[src/rtl/io_ctrl.sv]
// io_ctrl: memory-mapped IO controller with an LED register and a FIFO-buffered UART transmitter.
//   clk_i       system clock, all state on the rising edge
//   resetn_i    asynchronous active-low reset
//   io_addr_i   byte address; IO space when bit 22 is set, word address = bits [15:2]
//   io_wdata_i  store data
//   io_wr_i     one-cycle store strobe
//   io_rdata_o  combinational read data (OR of every selected register)
//   leds_o      LED register
//   uart_tx_o   serial TX line, idle high, 8N1 LSB first
module io_ctrl #(
    parameter int CLK_FREQ_HZ = 27000000,
    parameter int BAUD        = 115200,
    parameter int FIFO_DEPTH  = 16
) (
    input  logic        clk_i,
    input  logic        resetn_i,
    input  logic [31:0] io_addr_i,
    input  logic [31:0] io_wdata_i,
    input  logic        io_wr_i,
    output logic [31:0] io_rdata_o,
    output logic [5:0]  leds_o,
    output logic        uart_tx_o
);
    localparam int DIV = CLK_FREQ_HZ / BAUD;
    localparam int CTW = $clog2(DIV);
    localparam int PW  = $clog2(FIFO_DEPTH);
    localparam int CW  = $clog2(FIFO_DEPTH + 1);
    localparam logic [CTW-1:0] BAUD_LAST = CTW'(DIV - 1);
    localparam logic [CW-1:0]  CNT_FULL  = CW'(FIFO_DEPTH);

    typedef enum logic [1:0] {IDLE, START, DATA, STOP} state_t;

    state_t         state_q;
    logic [CTW-1:0] baud_q;
    logic [2:0]     idx_q;
    logic [7:0]     shift_q;
    logic           uart_tx_q;
    logic [7:0]     mem_q [FIFO_DEPTH];
    logic [PW-1:0]  rptr_q, rptr_d, wptr_q, wptr_d;
    logic [CW-1:0]  count_q, count_d;
    logic           ovf_q, ovf_d;
    logic [5:0]     leds_q, leds_d;

    logic        sel;
    logic [2:0]  wa;
    logic        wr_leds, wr_data, wr_cntl;
    logic        full, nonempty, push, pop, baud_done, busy;
    logic [31:0] status;
    logic        unused_bits;

    assign sel       = io_addr_i[22];
    assign wa        = io_addr_i[4:2];
    assign wr_leds   = io_wr_i & sel & wa[0];
    assign wr_data   = io_wr_i & sel & wa[1];
    assign wr_cntl   = io_wr_i & sel & wa[2];
    assign full      = count_q == CNT_FULL;
    assign nonempty  = count_q != '0;
    assign push      = wr_data & ~full;
    assign baud_done = baud_q == BAUD_LAST;
    // The FSM takes the next byte either from idle or at the end of a stop bit,
    // so back-to-back frames have no idle gap.
    assign pop       = nonempty & (state_q == IDLE || (state_q == STOP && baud_done));
    assign busy      = nonempty | (state_q != IDLE);
    assign status    = {21'b0, ovf_q, busy, full, 2'b0, 6'(count_q)};
    assign unused_bits = &{io_addr_i[31:23], io_addr_i[21:5], io_addr_i[1:0],
                           io_wdata_i[31:11], io_wdata_i[9:8]};

    assign io_rdata_o = sel ? (({32{wa[0]}} & {26'b0, leds_q}) | ({32{wa[1] | wa[2]}} & status)) : '0;
    assign leds_o     = leds_q;
    assign uart_tx_o  = uart_tx_q;

    always_comb begin
        rptr_d  = rptr_q + PW'(pop);
        wptr_d  = wptr_q + PW'(push);
        count_d = count_q + CW'(push) - CW'(pop);
        leds_d  = wr_leds ? io_wdata_i[5:0] : leds_q;
        // An overflow on the same edge wins over a clear request.
        ovf_d   = (wr_data & full) ? 1'b1 : (wr_cntl & io_wdata_i[10]) ? 1'b0 : ovf_q;
    end

    always_ff @(posedge clk_i or negedge resetn_i) begin
        if (!resetn_i) begin
            rptr_q  <= '0;
            wptr_q  <= '0;
            count_q <= '0;
            ovf_q   <= 1'b0;
            leds_q  <= '0;
        end else begin
            rptr_q  <= rptr_d;
            wptr_q  <= wptr_d;
            count_q <= count_d;
            ovf_q   <= ovf_d;
            leds_q  <= leds_d;
        end
    end

    always_ff @(posedge clk_i) begin
        if (push) mem_q[wptr_q] <= io_wdata_i[7:0];
    end

    always_ff @(posedge clk_i or negedge resetn_i) begin
        if (!resetn_i) begin
            state_q   <= IDLE;
            baud_q    <= '0;
            idx_q     <= '0;
            shift_q   <= '0;
            uart_tx_q <= 1'b1;
        end else begin
            case (state_q)
                IDLE: begin
                    if (pop) begin
                        shift_q   <= mem_q[rptr_q];
                        uart_tx_q <= 1'b0;
                        baud_q    <= '0;
                        state_q   <= START;
                    end
                end
                START: begin
                    if (baud_done) begin
                        uart_tx_q <= shift_q[0];
                        idx_q     <= '0;
                        baud_q    <= '0;
                        state_q   <= DATA;
                    end else begin
                        baud_q <= baud_q + CTW'(1);
                    end
                end
                DATA: begin
                    if (baud_done) begin
                        baud_q <= '0;
                        if (idx_q == 3'd7) begin
                            uart_tx_q <= 1'b1;
                            state_q   <= STOP;
                        end else begin
                            shift_q   <= {1'b0, shift_q[7:1]};
                            uart_tx_q <= shift_q[1];
                            idx_q     <= idx_q + 3'd1;
                        end
                    end else begin
                        baud_q <= baud_q + CTW'(1);
                    end
                end
                STOP: begin
                    if (baud_done) begin
                        baud_q <= '0;
                        if (pop) begin
                            shift_q   <= mem_q[rptr_q];
                            uart_tx_q <= 1'b0;
                            state_q   <= START;
                        end else begin
                            state_q <= IDLE;
                        end
                    end else begin
                        baud_q <= baud_q + CTW'(1);
                    end
                end
                default: state_q <= IDLE;
            endcase
        end
    end
endmodule
[config.mk]
export PLATFORM = sky130hd
export DESIGN_NAME = io_ctrl
export DESIGN_NICKNAME = d
export VERILOG_FILES = /design/src/rtl/io_ctrl.sv
export SDC_FILE = /design/constraint.sdc
export NUM_CORES = 1
export LEC_CHECK = 0
export CAP_MARGIN = 30
export CORE_MARGIN = 4
export CORE_UTILIZATION = 45
export DETAILED_ROUTE_END_ITERATION = 6
export GPL_ROUTABILITY_DRIVEN = 0
export PLACE_DENSITY = 0.69
export SLEW_MARGIN = 20
export SYNTH_ARGS = -nofsm -noshare
export SYNTH_HDL_FRONTEND = slang
export SYNTH_SLANG_ARGS = --single-unit
[constraint.sdc]
create_clock -name clk_i -period 2.6 [get_ports clk_i]
set_clock_uncertainty 0.1 [all_clocks]
set_input_delay 0.52 -clock clk_i [delete_from_list [all_inputs] [get_ports clk_i]]
set_output_delay 0.52 -clock clk_i [all_outputs]
set_load 0.01 [all_outputs]
==> out/qor.csv <==
metric,value,unit
setup ws final,-25.94,ps
Slew Limit Fails,0,
number of buffers created by CTS,17,
FP Rows,47,
Synth Area in XOR/XNOR,0.01040,
pin count of the biggest net entering global routing,29,
Placed Instances,813,
HPWL after DPL,10.59,mm
Fillers,1327,
"Min Clock Period, post-route",2626,ps
I/O pins,106,
ranking of synthesized cells by area,"edfxtp_1 (51%), dfrtp_1 (14%), mux2i_1 (7.0%)",
share of the synthesized area in the top cell type,0.5070,
worst r2r dst,count_q[4],
Syn Area/Cell,14.04,sq um
most numerous cell in the Yosys netlist,edfxtp_1,
Initial Util,0.4588,
"area leader, netlist",edfxtp_1,
Max Cap Violations,0,
status,"finished, violations left",
simple-gate share of the synthesized area,0.08615,
Clock Path Buffers,2,
R2R Setup Slk,-30,ps
Skew-Pair Late Insertion Delay,430,ps
per-cell routed wire length,18.90,um
failing checks,negative setup slack,
Async SR Flop Fraction,0.2471,
largest family of logic cells by synthesized area,multiplexers,
most common library cells after synthesis,"edfxtp_1 (128), mux2i_1 (53), dfrtp_1 (41)",
Core ar.,16520,sq um
worst endpoint required time,2850,ps
"Seq/Total Area, Yosys",0.6458,
first-pass GRT wire length,24.35,mm
crit start category,flip-flop,
number of global-route vias before repair,4576,
Worst Setup SP,baud_q[0],
yosys warns,0,
CTS H-Tree Depth,4,
PortBufs,31,
Slew headroom,0.4767,
Die Wd,137.8,um
clock sinks,170,
Hold WC Path Type,input port to asynchronous set/reset pin,
CP Capture Type,flip-flop,
Power Density,735.0,nW/um^2
number of routed nets with antenna violations,0,
DRC viols,0,
drt total wl,16.03,mm
share of cells above drive strength 1,0.1847,
Initial DRC Count,339,
"EDFF count, synth",128,
CP Max Fanout,2,
grt ovf,0,
final setup vio count,1,
Layout area overhead,19.26,%
Fin. Hold Viols,0,
drt via density,5.433,
first-pass detailed-route iteration total,5,
CTS tree,yes,
via count,4607,
nets,702,
Post-Syn Area,7581,sq um
Root Buffer Master,clkbuf_16,
clk slew on worst S/H paths,70,ps
ys flop type,edfxtp_1,
Synth Register Bits,170,
Synth Instances,540,
hold_buf cts,0,
Die Span Y,137.8,um
Yosys cell types,56,
LEAKAGE,3.464,nW
unrepaired setup endpoints after global routing,yes,
WS Path Type,flip-flop to flip-flop,
adder-cell share of the synthesized area,0.03400,
pre-CTS WS,-226.3,ps
All-Layer GR Usage,0.1726,
die area,18990,sq um
antenna diode count,0,
fmax,380.8,MHz
mux share of post-synthesis cell area,0.09820,
final non-filler cell total,848,
reg-to-reg startpoint,baud_q[0],
Compound-Gate Fraction of Synth Area,0.07939,
initial antenna violation count,0,
CP arrival,2880,ps
worst vdd ir,0.0005174,V
worst slew pin tran,782.4,ps
reg2reg path depth,12,
period utilisation layout,1.010,
-- placed cells by master (no fill, tap or decap), drive strengths merged, types with 3 or more instances in the layout --
master / synthesis / final
nor2b: 13 / 13
mux4: 6 / 6
dfrtp: 41 / 41
nand2: 16 / 16
clkbuf: 10 / 19
a211oi: 3 / 3
and3: 5 / 5
inv: 14 / 15
nand4: 4 / 4
o31ai: 3 / 3
a21oi: 18 / 18
edfxtp: 128 / 128
and2: 3 / 3
nand2b: 7 / 7
bufinv: 0 / 4
o21ai: 15 / 15
mux2: 7 / 7
a22o: 4 / 4
conb: 1 / 23
dlymetal6s2s: 0 / 6
nand3b: 3 / 3
clkinvlp: 0 / 3
a32oi: 4 / 4
a31oi: 13 / 13
buf: 37 / 51
xnor2: 4 / 4
xor2: 5 / 5
nand3: 20 / 20
nor2: 36 / 36
nor3: 7 / 7
clkdlybuf4s50: 0 / 23
mux2i: 53 / 53
clkinv: 0 / 6
ha: 19 / 19
a22oi: 19 / 19
-- how the worst max path moves through the flow --
stage                                to  slack [ps]  cells after the start
after floorplan              count_q[4]          20                     12
after global placement       count_q[4]        -180                     11
after global routing         count_q[4]        -110                     13
final                        count_q[4]         -30                     12
after detailed placement     count_q[4]        -230                     11
after CTS                 io_rdata_o[3]           4                      5
-- report_power, final --
group          internal (mW)  switching [mW]  total (mW)  leakage (nW)
Clock                   1.61            1.04        2.66         0.296
Combinational          0.379           0.393       0.772          1.51
Sequential              3.08           0.140        3.22          1.66
Total                   5.07            1.58        6.65          3.46
-- cell type report --
class                      count  area (sq um)  share of cell area
clock buffer                  18         429.2             0.04747
clock inverter                14         197.7             0.02187
inverter                      14         52.55            0.005812
multi-input combinational    331          2486              0.2750
sequential                   170          4897              0.5417
tap                          220         275.3             0.03045
timing repair buffer          81         703.2             0.07777
-- per-stage QoR --
stage	instance area (sq um)	total power, mW	TNS [ps]	hold WS [ps]	util
after floorplan	7664	3.660	0	124.4	-
after global placement	8318	3.930	-428.5	362.6	0.5034
after detailed placement	8318	3.964	-722.4	373.9	0.5034
after CTS	8966	6.632	0	18.92	0.5426
after global routing	9041	6.889	-113.9	52.36	0.5471
final	9041	6.646	-25.94	5.689	0.5471
-- cell families (layout without fill, tap and decap cells) --
| logic type | after synthesis | after routing |
|---|---|---|
| multiplexers | 66 | 66 |
| XOR/XNOR | 9 | 9 |
| other | 1 | 23 |
| adder cells (fa/ha/maj) | 20 | 20 |
| flip-flops | 170 | 170 |
| buffers and inverters | 61 | 127 |
| AND/OR/NAND/NOR | 124 | 124 |
| AO/OA/AOI/OAI | 89 | 89 |
-- routing by layer --
metal / GRT usage / routed length [um]
met5: 0 / 0
met4: 0.06806 / 344
met3: 0.03762 / 698
met2: 0.2747 / 7870
met1: 0.2322 / 7117
-- flip-flops by register name, summed over array words and instances (netlist names) --
register	cells
idx_q	3
baud_q	8
state_q	2
mem_q	128
rptr_q	4
wptr_q	4
ovf_q	1
uart_tx_o	1
count_q	5
shift_q	8
leds_o	6
-- repair_timing --
item,4_1_cts,5_1_grt
setup endpoints to repair,8,8
resized for setup,6,20
pin swaps,1,10
setup buffers,0,3
-- critical path, stage by stage, from the launching register on --
cell	delay, ps
dfrtp_1	420
ha_4	170
and3b_2	240
a31oi_4	200
nor2_2	70
ha_1	300
inv_2	50
ha_4	160
fa_2	400
a21oi_2	150
nor2_1	50
nor2_1	120
xnor2_1	120
(Power assumes the default switching activity.)
